$ cat src/rtl/nibble_deser.sv
// Serial-to-nibble deserializer: collects four accepted bits into a word and
// queues completed words in a small FIFO for a 4-bit downstream consumer.
module nibble_deser #(
  parameter int FIFO_DEPTH = 2,
  parameter bit LSB_FIRST  = 1'b1
) (
  input  logic       clk,
  input  logic       rst,
  input  logic       flush,
  input  logic       bit_in,
  input  logic       bit_valid,
  output logic       bit_ready,
  output logic [3:0] nibble,
  output logic       nibble_valid,
  input  logic       out_ready,
  output logic [1:0] bit_count,
  output logic [7:0] word_count
);

  localparam int PTR_W = (FIFO_DEPTH > 1) ? $clog2(FIFO_DEPTH) : 1;
  localparam int CNT_W = $clog2(FIFO_DEPTH) + 1;
  localparam logic [CNT_W-1:0] DEPTH_C = CNT_W'(FIFO_DEPTH);

  typedef enum logic [1:0] {
    COLLECT0 = 2'd0,
    COLLECT1 = 2'd1,
    COLLECT2 = 2'd2,
    COLLECT3 = 2'd3
  } state_t;

  state_t           state_r;
  state_t           state_s;
  logic [3:0]       partial_r;
  logic [3:0]       partial_s;
  logic [3:0]       word_s;
  logic [1:0]       bit_pos_s;
  logic [3:0]       mem_r [FIFO_DEPTH];
  logic [PTR_W-1:0] wr_ptr_r;
  logic [PTR_W-1:0] rd_ptr_r;
  logic [CNT_W-1:0] occ_r;
  logic [7:0]       word_count_r;
  logic             fifo_full_s;
  logic             fifo_empty_s;
  logic             ready_s;
  logic             accept_s;
  logic             push_s;
  logic             pop_s;

  // Handshake decode; readiness depends only on registered state.
  always_comb begin
    fifo_full_s  = (occ_r == DEPTH_C);
    fifo_empty_s = (occ_r == {CNT_W{1'b0}});
    ready_s      = !((state_r == COLLECT3) && fifo_full_s);
    accept_s     = bit_valid && ready_s && !flush;
    push_s       = accept_s && (state_r == COLLECT3);
    pop_s        = !fifo_empty_s && out_ready && !flush;
  end

  // Slot the incoming bit occupies within the word being collected.
  always_comb begin
    bit_pos_s = 2'd0;
    if (LSB_FIRST) begin
      bit_pos_s = 2'(state_r);
    end else begin
      bit_pos_s = 2'd3 - 2'(state_r);
    end
  end

  // Collector next-state: bit_count is the state, COLLECT3 wraps on push.
  always_comb begin
    state_s           = state_r;
    partial_s         = partial_r;
    word_s            = partial_r;
    word_s[bit_pos_s] = bit_in;
    if (flush) begin
      state_s   = COLLECT0;
      partial_s = 4'b0000;
    end else if (accept_s) begin
      case (state_r)
        COLLECT0: state_s = COLLECT1;
        COLLECT1: state_s = COLLECT2;
        COLLECT2: state_s = COLLECT3;
        COLLECT3: state_s = COLLECT0;
        default:  state_s = COLLECT0;
      endcase
      if (state_r == COLLECT3) begin
        partial_s = 4'b0000;
      end else begin
        partial_s = word_s;
      end
    end else begin
      state_s   = state_r;
      partial_s = partial_r;
    end
  end

  // Collector state register.
  always_ff @(posedge clk or posedge rst) begin
    if (rst) begin
      state_r   <= COLLECT0;
      partial_r <= 4'b0000;
    end else begin
      state_r   <= state_s;
      partial_r <= partial_s;
    end
  end

  // Word storage; the completed word is written on the same edge as the 4th bit.
  always_ff @(posedge clk or posedge rst) begin
    if (rst) begin
      for (int i = 0; i < FIFO_DEPTH; i++) begin
        mem_r[i] <= 4'b0000;
      end
    end else if (push_s) begin
      mem_r[wr_ptr_r] <= word_s;
    end
  end

  // FIFO pointers, occupancy and the pushed-word counter.
  always_ff @(posedge clk or posedge rst) begin
    if (rst) begin
      wr_ptr_r     <= {PTR_W{1'b0}};
      rd_ptr_r     <= {PTR_W{1'b0}};
      occ_r        <= {CNT_W{1'b0}};
      word_count_r <= 8'd0;
    end else if (flush) begin
      wr_ptr_r     <= {PTR_W{1'b0}};
      rd_ptr_r     <= {PTR_W{1'b0}};
      occ_r        <= {CNT_W{1'b0}};
      word_count_r <= 8'd0;
    end else begin
      if (push_s) begin
        wr_ptr_r     <= wr_ptr_r + PTR_W'(1);
        word_count_r <= word_count_r + 8'd1;
      end
      if (pop_s) begin
        rd_ptr_r <= rd_ptr_r + PTR_W'(1);
      end
      case ({push_s, pop_s})
        2'b10:   occ_r <= occ_r + CNT_W'(1);
        2'b01:   occ_r <= occ_r - CNT_W'(1);
        default: occ_r <= occ_r;
      endcase
    end
  end

  // Output view of registered state; nibble reads as zero while empty.
  always_comb begin
    bit_ready    = ready_s;
    nibble_valid = !fifo_empty_s;
    bit_count    = 2'(state_r);
    word_count   = word_count_r;
    if (fifo_empty_s) begin
      nibble = 4'b0000;
    end else begin
      nibble = mem_r[rd_ptr_r];
    end
  end

endmodule

$ cat config.mk
export PLATFORM = sky130hd
export DESIGN_NAME = nibble_deser
export DESIGN_NICKNAME = d
export VERILOG_FILES = /design/src/rtl/nibble_deser.sv
export SDC_FILE = /design/constraint.sdc
export NUM_CORES = 1
export LEC_CHECK = 0
export BUFFER_PORTS_ARGS = -buffer_cell sky130_fd_sc_hd__buf_2
export CORE_MARGIN = 4
export CORE_UTILIZATION = 52
export CTS_BUF_LIST = sky130_fd_sc_hd__clkbuf_4
export DETAILED_ROUTE_END_ITERATION = 8
export PLACE_DENSITY = 0.77
export SLEW_MARGIN = 40
export SYNTH_ARGS = -nofsm -noshare
export SYNTH_HDL_FRONTEND = slang
export SYNTH_SLANG_ARGS = --single-unit
$ cat constraint.sdc
create_clock -name clk -period 1.6 [get_ports clk]
set_input_delay 0.16 -clock clk [delete_from_list [all_inputs] [get_ports clk]]
set_output_delay 0.16 -clock clk [all_outputs]
set_load 0.02 [all_outputs]
## After elaboration in Yosys (flattened, before gate mapping)

Index checks and enable logic that the tools add are counted.

| storage, ports and cells | value |
|---|---|
| bits in registers | 26 |
| bits of input ports | 6 |

| cells by class | value |
|---|---|
| $add $sub $neg | 5 |
| magnitude comparators | 5 |
| equal/unequal tests | 6 |
| muxes and demuxes | 24 |
| bitwise gates (word level) | 2 |
| reductions and logical operators | 17 |

Operator list:

| operator | number |
|---|---|
| 2-to-1 mux 4 bit | 8 |
| 2-to-1 mux 8 bit | 2 |
| adder 8 x 1 -> 8 bit, second input constant | 1 |
| bitwise mux 8 bit | 1 |
| == test 2 bit, second input constant | 4 |
| logical AND 1 bit | 8 |
| case mux 2 bit (4 select lines) | 1 |
| 2-to-1 mux 2 bit | 3 |
| nonzero test 2 bit | 3 |
| 2-to-1 mux 1 bit | 5 |
| bitwise mux 4 bit | 1 |
| demux 4 bit (select 1 bit) | 1 |
| == test 2 x 1 -> 1 bit, second input constant | 2 |
| greater-or-equal comparator 2 bit, second input constant | 2 |
| logical NOT 2 bit | 2 |
| NOT 1 -> 2 bit | 2 |
| case mux 2 bit (2 select lines) | 1 |
| logical NOT 1 bit | 3 |
| less-than comparator 2 x 3 -> 1 bit, second input constant | 1 |
| nonzero test 3 bit | 1 |
| adder 1 bit, second input constant | 2 |
| adder 2 x 1 -> 2 bit, second input constant | 1 |
| demux 1 bit (select 2 bit) | 1 |
| greater-or-equal comparator 2 x 1 -> 1 bit, second input constant | 1 |
| other kinds (2) | 2 |

## Depth between registers and ports, before layout

Gate-level depths: netlist (run 1).

| depth | value |
|---|---|
| depth after elaboration | 9 |
| gate-level depth with buffers | 5 |

## Least setup slack after synthesis (run 1)

Ideal clock, no wire load.

| timing path | value |
|---|---|
| path type | register -> register |
| from | reg state_r[1] (netlist: bit_count[1]) |
| to | reg mem_r[0] (netlist bit) |
| library setup time | 0.125 ns |
| arrival | 1.608 ns |
| path slack | -0.133 ns |
| cell stages (with the launch flop) | 5 |
| path buffers | 0 |
| cells stage by stage | dfrtp_1 ha_1 nand2_2 nor4b_4 mux2_2 |

| between the ends | value |
|---|---|
| cells in the longest elaborated chain, start to end | 6 |
| elaborated cells on any way between the ends | 13 |

Ends and longest elaborated chain:

| item | line | source |
|---|---|---|
| from (decl) | 31 | `state_t state_r;` |
| from (signal assigned) | 103 | `state_r <= state_s;` |
| less-than comparator 2 x 3 -> 1 bit (implied by the code), or another cell as far along | 74 | `word_s[bit_pos_s] = bit_in;` |
| logical AND 1 bit (on tied branches) | 74, 53 |  |
| 2-to-1 mux 1 bit (implied by the code) or logical NOT 1 bit (tied branches) | 74, 53 |  |
| demux 1 bit (select 2 bit) or logical AND 1 bit (tied branches) | 74, 54 |  |
| bitwise mux 4 bit or logical AND 1 bit (tied branches) | 74, 54 |  |
| bitwise mux 8 bit or logical AND 1 bit (tied branches) | 115, 55 |  |
| to (signal, indexed assignment) | 115 | `mem_r[wr_ptr_r] <= word_s;` |
| to (decl) | 37 | `logic [3:0] mem_r [FIFO_DEPTH];` |

Several ways; a longest one is shown, not always the timed one.
A chain may end at the register's enable or synchronous reset.

## Worst setup path after layout (run 1)

| timing path | value |
|---|---|
| from | reg state_r[1] (netlist: bit_count[1]) |
| to | reg mem_r[4] (netlist bit) |

Same word-level chain as after synthesis.

==> results of run 1 <==
[logic make-up after synthesis]
kind of cell,Yosys count,synth area share
AOI/OAI and AO/OA,17,0.0641
xor gates and xnor gates,9,0.0569
adders and majority gates,5,0.0451
buffers and inverters,10,0.0325
DFF,26,0.469
muxes,16,0.126
and+or+nand+nor,49,0.206
[Yosys cell counts, drive strengths merged]
library cell,n
dfrtp,26
nor2,19
mux2,12
a21oi,9
nand2,9
xnor2,8
o21ai,7
inv,6
ha,5
mux2i,4
nand3,4
nor3,3
nor3b,3
nor4,3
and2,2
buf,2
clkbuf,2
nand3b,2
a31o,1
nand2b,1
nand4,1
nor2b,1
nor4b,1
xor2,1
[placed cells by master (no fill, tap or decap), types with 2 or more instances in the layout]
cell and n:
nor3_1 3, a21oi_1 9, nor3b_1 3, xnor2_1 8
mux2i_1 4, buf_2 21, ha_2 2, nor2_1 18
dfrtp_2 2, ha_4 2, inv_1 4, clkbuf_4 3
mux2_2 12, dfrtp_1 24, nand2_1 8, inv_2 2
o21ai_0 7, nand3_1 4, nand3b_1 2, nor4_4 2
buf_4 9
[layer usage]
layer	vias up	part of all wire	global-route usage
li1	510	-	-
met1	505	0.46	0.233
met2	15	0.51	0.278
met3	2	0.030	0.0196
met4	0	0.0068	0.0475
met5	-	0	0
[worst min-delay path, delay by kind of cell]
kind                   cells  cell delay (ns)
buffers and inverters      1             0.13
AOI/OAI and AO/OA          2             0.15
[state kept, by name, summed over array words and instances, names as in the netlist]
register    cells
partial_r       4
bit_count       2
rd_ptr_r        1
word_count      8
mem_r           8
wr_ptr_r        1
occ_r           2
[area by class of cell]
type	instances	area [um2]
clock buffer	3	22.5
sequential	26	653
fill	206	810
clock inverter	1	30.0
multi-input combinational	96	742
timing repair buffer	31	183
inverter	6	22.5
tap	30	37.5
[worst max-delay path by stage]
stage | end | cells after the start | slack (ns) | startpoint
2_1_floorplan | mem_r[0]$_DFFE_PP0P_ | 4 | 0.03 | bit_count[0]$_DFFE_PP0P_
3_3_place_gp | mem_r[1]$_DFFE_PP0P_ | 4 | 0.06 | bit_count[1]$_DFFE_PP0P_
3_5_place_dp | mem_r[1]$_DFFE_PP0P_ | 4 | 0.04 | bit_count[1]$_DFFE_PP0P_
4_1_cts | mem_r[1]$_DFFE_PP0P_ | 4 | 0.01 | bit_count[1]$_DFFE_PP0P_
5_1_grt | mem_r[4]$_DFFE_PP0P_ | 5 | -0.05 | bit_count[1]$_DFFE_PP0P_
6_report | mem_r[4]$_DFFE_PP0P_ | 5 | -0.009 | bit_count[1]$_DFFE_PP0P_
[report_power, final]
group | total, mW | leakage, nW | internal, mW | switching (mW)
sequential | 0.691 | 0.358 | 0.674 | 0.0161
combinational | 0.150 | 0.387 | 0.0648 | 0.0853
clock | 0.449 | 0.0279 | 0.253 | 0.195
[metrics by stage]
step / hold WS [ns] / cells / instance area (um2) / utilization
2_1_floorplan: 0.200 / 132 / 1410 / -
5_1_grt: 0.162 / 193 / 1690 / 0.676
3_5_place_dp: 0.234 / 185 / 1570 / 0.629
3_3_place_gp: 0.225 / 185 / 1570 / 0.629
6_report: 0.150 / 193 / 1690 / 0.676
4_1_cts: 0.137 / 190 / 1640 / 0.655
[repair_timing]
action	4_1_cts	5_1_grt
resized for setup	1	9
hold endpoints to repair	26	0
setup buffers	0	3
pin swaps	0	2
hold buffers	1	0
endpoints found under the setup margin	5	12
==> impl_metrics.yaml, run 1 <==
yosys:
  synth_area_um2: 1390
  synthCells: 132
  synth_cell_type_count: 28
  synth.top_cell.area_share: 0.469
  ys_seq_area_frac: 0.469
  synth_area_leaders: "dfrtp_1 47%, mux2_2 9.7%, nor2_1 5.1%"
  yosys_register_bits: 26
  syn-num-nets: 143
  yosysTopAreaCell: "dfrtp_1"
  ys_warn_count: 0
  avgSynthCellArea_um2: 10.5
floorplanning:
  dieArea_um2: 3560
  core.rowCount: 18
  start_util: 0.555
  fp.dieH_um: 59.6
  die_w_um: 59.6
  ios: 22
  coreArea_um2: 2500
critical_path:
  r2r_start: "bit_count[1]$_DFFE_PP0P_"
  cpPeakStageDelay_ns: 0.47
  startpoint_type: "register"
  rrSetupSlack_ns: -0.009
  crit_required_ns: 1.82
  critPathTopFamily: "multiplexers"
  path_cells: "buf_4, inv_2, ha_2, mux2_2, mux2_2"
  reg2reg_depth: 5
  crit_arrival_ns: 1.83
  end_kind: "register"
  critical_path_class: "reg -> reg"
  cpMaxStageDelayCell: "dfrtp_2"
  critPathMaxFanout: 4
  reg2reg_to: "mem_r[4]$_DFFE_PP0P_"
  cp_common_cell: "mux2_2"
  critPathBufInv: 2
power_and_ir_drop:
  leakagePower_nw: 0.773
  peakVddDrop_uv: 612
  powerDensity_nw_per_um2: 763
  total_power_mw: 1.29
clock_tree:
  root_buffer: "clkbuf_4"
  cts_buffers: 3
  clockBufferDepth: 2
  clock_latency_ns: 0.32
  cts.htree.levels: 1
  clk_pin_slew_ns: 0.15
  cts_tree: "yes"
  clkSinkCount: 26
placement:
  post-place-ws_ns: 0.0417
  hpwl_mm: 2.01
  port_buffers: 21
  place_congestion: 0.845
sta:
  clock_skew_ns: 0.00675
  period_minus_slack_ns: 1.61
  worst_pin_slew_ns: 0.373
  slew_viol_final: 0
  fin_crit_sh: 1.01
  clock.fmax_ghz: 0.621
  setup-tns-final_ns: -0.0154
  setup_slack_ns: -0.00948
  max_slew_margin: 0.749
  rsz0062_at_grt: "yes"
  hold_viol: 0
  setup_violations: 2
routing:
  dr.pass1.iters: 4
  drt-initial-drc-count: 41
  wl_mm: 2.79
  vias: 1032
  ant_nets: 0
  drc: 0
  wire_per_inst_um: 14.4
  vias_per_cell: 5.35
global_routing:
  grt_pass1_wl_mm: 4.60
  antenna_found_initial: 0
  grt_pass1_vias: 986
  track_usage: 0.168
  grt-ovfl-total: 0
  grt_max_degree: 27
final_layout:
  layout-drive-gt1-share: 0.387
  final_nets: 175
  diodes: 0
  synthToLayoutAreaGrowth_pct: 21.9
hold_path:
  hold_depth: 3
  min_path_type: "in -> reg"
  holdPathEnd: "occ_r[0]$_DFFE_PP0P_"
  worstHoldStart: "out_ready"
outcome:
  violations: "negative setup slack"
  status: "complete, but fails checks"
run:
  drv_cap: 0
Power figures use the tool's default switching activity.
==> inputs of run 2 (changes only) <==
--- a/config.mk
+++ b/config.mk
@@ -7,5 +7,4 @@
 export LEC_CHECK = 0
 export BUFFER_PORTS_ARGS = -buffer_cell sky130_fd_sc_hd__buf_2
-export CORE_MARGIN = 4
 export CORE_UTILIZATION = 52
 export CTS_BUF_LIST = sky130_fd_sc_hd__clkbuf_4
==> constraint.sdc (replaced) <==
create_clock -name clk -period 1.6 [get_ports clk]
set_input_delay 0.16 -clock clk [delete_from_list [all_inputs] [get_ports clk]]
set_output_delay 0.16 -clock clk [all_outputs]
set_load 0.005 [all_outputs]
==> run 2 against run 1 <==
Net effect:
- the run now ends clean
- wire length up 7.5%
- register-to-register slack better by 0.05 ns
- maximum frequency up 3.2%
- worst hold slack worse by 0.0092 ns
- via count up 3.1%
- critical path depth down 1
- final cell count unchanged
- clock skew down 0.0011 ns
- sequential share of layout area up 0.23 points
- setup slack better by 0.051 ns
- global-route usage up 7.1 points
- flip-flop and latch count unchanged
- largest power group unchanged
==> impl_metrics.yaml, run 2 (same netlist as run 1, synthesis figures left out) <==
floorplanning:
  dieArea_um2: 2880
  ios: 22
  core.rowCount: 18
  fp.dieH_um: 53.6
  start_util: 0.555
  die_w_um: 53.6
  coreArea_um2: 2500
placement:
  port_buffers: 21
  place_congestion: 0.816
  hpwl_mm: 2.17
clock_tree:
  cts_buffers: 3
  root_buffer: "clkbuf_4"
  clk_pin_slew_ns: 0.15
  clockBufferDepth: 2
  cts.htree.levels: 1
  clkSinkCount: 26
  cts_tree: "yes"
  clock_latency_ns: 0.32
final_layout:
  layout_commonest_cell: "dfrtp_1"
  ff_latch_area_um2: 653
  synthToLayoutAreaGrowth_pct: 21.2
  multiInputGateArea_um2: 732
  final_nets: 175
  n_fill_cell: 209
  layout-drive-gt1-share: 0.374
  diodes: 0
  final_cell_mix: "24 x dfrtp_1, 21 x buf_2, 17 x nor2_1"
run:
  drv_cap: 0
critical_path:
  critPathMaxFanout: 4
  crit_required_ns: 1.83
  cp_common_cell: "mux2_2"
  crit_arrival_ns: 1.79
  end_kind: "register"
  cpMaxStageDelayCell: "dfrtp_2"
  critical_path_class: "reg -> reg"
  cpPeakStageDelay_ns: 0.47
  startpoint_type: "register"
  path_cells: "inv_1, ha_2, mux2_2, mux2_2"
sta:
  holdWs_ns: 0.141
  max_slew_margin: 0.765
  clock.fmax_ghz: 0.641
  clock_skew_ns: 0.00570
  setup-tns-final_ns: 0
  worst_pin_slew_ns: 0.350
  slew_viol_final: 0
  fin_crit_sh: 0.974
  hold_viol: 0
  period_minus_slack_ns: 1.56
  setup_violations: 0
routing:
  vias_per_cell: 5.51
  ant_nets: 0
  dr.pass1.iters: 4
  drt-initial-drc-count: 10
  drc: 0
  wire_per_inst_um: 15.5
  wl_mm: 2.99
  vias: 1064
global_routing:
  grt_pass1_vias: 1121
  grt_max_degree: 27
  grt_pass1_wl_mm: 4.95
  grt-ovfl-total: 0
  track_usage: 0.239
  antenna_found_initial: 0
outcome:
  status: "finished clean"
power_and_ir_drop:
  leakagePower_nw: 0.772
  powerDensity_nw_per_um2: 764
  peakVddDrop_uv: 502
hold_path:
  min_path_type: "in -> reg"
-- run 2: worst paths after layout --
path	from	end	slack (ns)	depth (start not counted)
max	bit_count[0]$_DFFE_PP0P_	mem_r[0]$_DFFE_PP0P_	0.04	4
min	out_ready	occ_r[0]$_DFFE_PP0P_	0.14	3
max reg2reg	bit_count[0]$_DFFE_PP0P_	mem_r[0]$_DFFE_PP0P_	0.04	4
min reg2reg	mem_r[6]$_DFFE_PP0P_	mem_r[6]$_DFFE_PP0P_	0.53	1
max in group asynchronous	rst	bit_count[1]$_DFFE_PP0P_	0.92	4
min in group asynchronous	rst	word_count[4]$_DFFE_PP0P_	0.41	4
-- run 2: stage by stage --
stage                     instance area [um2]  utilization  cells  total power [mW]  setup WS (ns)
after floorplan                          1390            -    132             0.777        0.00259
after global placement                   1570        0.627    186             0.816         0.0584
after detailed placement                 1570        0.627    186             0.824        -0.0298
after CTS                                1650        0.659    193              1.28        0.00623
after global routing                     1680        0.672    193              1.33       -0.00824
final                                    1680        0.672    193              1.28         0.0410
-- run 2: cell type report --
| class | count | area share |
|---|---|---|
| Multi-Input combinational cell | 96 | 0.436 |
| Sequential cell | 26 | 0.389 |
| Inverter | 6 | 0.0134 |
| Timing Repair Buffer | 31 | 0.109 |
| Clock inverter | 1 | 0.0179 |
| Tap cell | 30 | 0.0223 |
| Clock buffer | 3 | 0.0134 |
-- run 2: critical path, delay by kind of cell (launching register included) --
| family | cells | cell delay [ns] |
|---|---|---|
| buffers and inverters | 1 | 0.14 |
| adders and majority gates | 1 | 0.22 |
| muxes | 2 | 0.63 |
| DFF | 1 | 0.47 |
-- run 2: layer usage --
metal / wire length, um / global-route usage / vias up / part of all wire
li1: - / - / 513 / -
met1: 1340 / 0.309 / 522 / 0.45
met2: 1530 / 0.406 / 21 / 0.51
met3: 66 / 0.0282 / 8 / 0.022
met4: 63 / 0.0965 / 0 / 0.021
met5: 0 / 0 / - / 0
-- run 2: power by group --
part,internal [mW],switching (mW)
sequential,0.674,0.0151
combinational,0.0593,0.0772
clock,0.253,0.205
-- run 2: what timing repair did --
action / in CTS / in global routing
endpoints found under the hold margin: 26 / 0
setup buffers: 2 / 1
gates resized for setup: 1 / 9
pin swaps: 2 / 2
cloned: 0 / 0
hold buffers: 1 / 0
setup endpoints to repair: 11 / 23
==> inputs of run 3 (changes only) <==
Settings changed: CORE_UTILIZATION 52 to 55, PLACE_DENSITY 0.77 to 0.78.
Clock period 1.6 ns to 1.64 ns, I/O delays scaled along.
==> run 3 against run 2 <==
Net effect:
- maximum frequency fell by 1.1%
- sequential power fell by 3.3%
- wire length fell by 9.4%
- final cell count fell by 0.52%
- combinational power fell by 4%
- core utilization rose by 4.1 points
- clock skew fell by 0.00082 ns
- via count rose by 0.75%
- setup slack improved by 0.022 ns
- first-iteration DRC count rose by 20%
- clock power fell by 43%
- power fell by 17%
- critical endpoint is now mem_r[5]$_DFFE_PP0P_
- largest power group unchanged
==> impl_metrics.yaml, run 3 (same netlist as run 1, synthesis figures left out) <==
outcome:
  status: "finished clean"
critical_path:
  cp-startpoint: "bit_count[1]$_DFFE_PP0P_"
  cp.depth: 5
  crit_arrival_ns: 1.79
  cpMaxStageDelayCell: "dfrtp_1"
  critPathBufInv: 2
  rrSetupSlack_ns: 0.06
  critical_path_class: "reg -> reg"
  cp_common_cell: "mux2_2"
  crit_required_ns: 1.85
  critPathCapture: "mem_r[5]$_DFFE_PP0P_"
  end_kind: "register"
  critPathMaxFanout: 4
  reg2reg_to: "mem_r[5]$_DFFE_PP0P_"
  cpPeakStageDelay_ns: 0.41
  reg2reg_depth: 5
  startpoint_type: "register"
  path_cells: "buf_4, inv_1, ha_1, mux2_2, mux2_2"
  critPathTopFamily: "multiplexers"
  r2r_start: "bit_count[1]$_DFFE_PP0P_"
sta:
  slew_viol_final: 0
  worst_pin_slew_ns: 0.355
  clock_skew_ns: 0.00487
  fin_crit_sh: 0.962
  max_slew_margin: 0.762
  hold_viol: 0
  clock.fmax_ghz: 0.634
  setup_violations: 0
  rsz0062_at_grt: "yes"
  holdWs_ns: 0.114
  period_minus_slack_ns: 1.58
routing:
  dr.pass1.iters: 4
  vias: 1072
  wl_mm: 2.71
  wire_per_inst_um: 14.1
  ant_nets: 0
  drt-initial-drc-count: 12
  drc: 0
  vias_per_cell: 5.58
clock_tree:
  cts.htree.levels: 1
  clockBufferDepth: 2
  cts_tree: "yes"
  cts_buffers: 3
  clock_latency_ns: 0.31
  root_buffer: "clkbuf_4"
  clkSinkCount: 26
  clk_pin_slew_ns: 0.13
hold_path:
  min_path_type: "in -> reg"
power_and_ir_drop:
  leakagePower_nw: 0.769
  peakVddDrop_uv: 486
  powerDensity_nw_per_um2: 647
placement:
  dpl_cell_area_um2: 1580
  hpwl_mm: 2.06
  place_congestion: 0.817
  port_buffers: 21
final_layout:
  post-route-util: 0.714
  synthToLayoutAreaGrowth_pct: 18.2
  final_cell_mix: "26 x dfrtp_1, 21 x buf_2, 18 x nor2_1"
  diodes: 0
  layout-drive-gt1-share: 0.348
  ff_latch_area_um2: 651
  n_fill_cell: 187
  multiInputGateArea_um2: 698
  design_area_um2: 1640
  final_nets: 177
  layout_commonest_cell: "dfrtp_1"
floorplanning:
  dieArea_um2: 2730
  start_util: 0.603
  ios: 22
  coreArea_um2: 2300
  die_w_um: 52.2
  core.rowCount: 17
  fp.dieH_um: 52.2
global_routing:
  track_usage: 0.244
  grt_max_degree: 27
  grt_pass1_vias: 1085
  grt_pass1_wl_mm: 4.83
  grt-ovfl-total: 0
  antenna_found_initial: 0
run:
  drv_cap: 0
[run 3: changes by cell type in the layout (fill, tap and decap cells not counted), sizes merged]
cell and change:
buf +2, bufinv -1
[run 3: per-stage QoR]
stage	cells	setup slack [ns]	power, mW	TNS (ns)
floorplan	132	0.0337	0.757	0
global placement	186	0.0935	0.802	0
detailed placement	186	0.0654	0.807	0
CTS	190	0.0436	1.07	0
global route	192	-0.00730	1.12	-0.0112
finish	192	0.0629	1.06	0
[run 3: final cells by class]
class,instances,share of cell area
Timing Repair Buffer,33,0.128
Sequential cell,26,0.397
Tap cell,28,0.0214
Inverter,6,0.0137
Clock buffer,3,0.0137
Multi-Input combinational cell,96,0.426
[run 3: worst min-delay path by stage]
stage           from                       end  cells after the start
2_1_floorplan    rst  bit_count[0]$_DFFE_PP0P_                      1
3_3_place_gp     rst  partial_r[1]$_DFFE_PP0P_                      3
3_5_place_dp     rst  partial_r[1]$_DFFE_PP0P_                      3
4_1_cts        flush      occ_r[1]$_DFFE_PP0P_                      2
5_1_grt        flush      occ_r[0]$_DFFE_PP0P_                      2
6_report       flush      occ_r[1]$_DFFE_PP0P_                      2
[run 3: repair_timing]
item	4_1_cts	5_1_grt
hold endpoints to repair	26	0
buffers inserted	0	2
endpoints found under the setup margin	0	15
gates resized for setup	0	4
hold buffers	1	0
[run 3: where the power goes]
part	total (mW)	internal, mW	switching, mW
registers	0.667	0.657	0.00996
logic	0.131	0.0580	0.0729
clock network	0.263	0.0860	0.177
total	1.06	0.801	0.260
[run 3: metal layers]
| layer | GRT usage | vias to the layer above | part of all wire |
|---|---|---|---|
| li1 | - | 516 | - |
| met1 | 0.313 | 527 | 0.46 |
| met2 | 0.408 | 25 | 0.49 |
| met3 | 0.0319 | 4 | 0.036 |
| met4 | 0.110 | 0 | 0.015 |
| met5 | 0 | - | 0 |
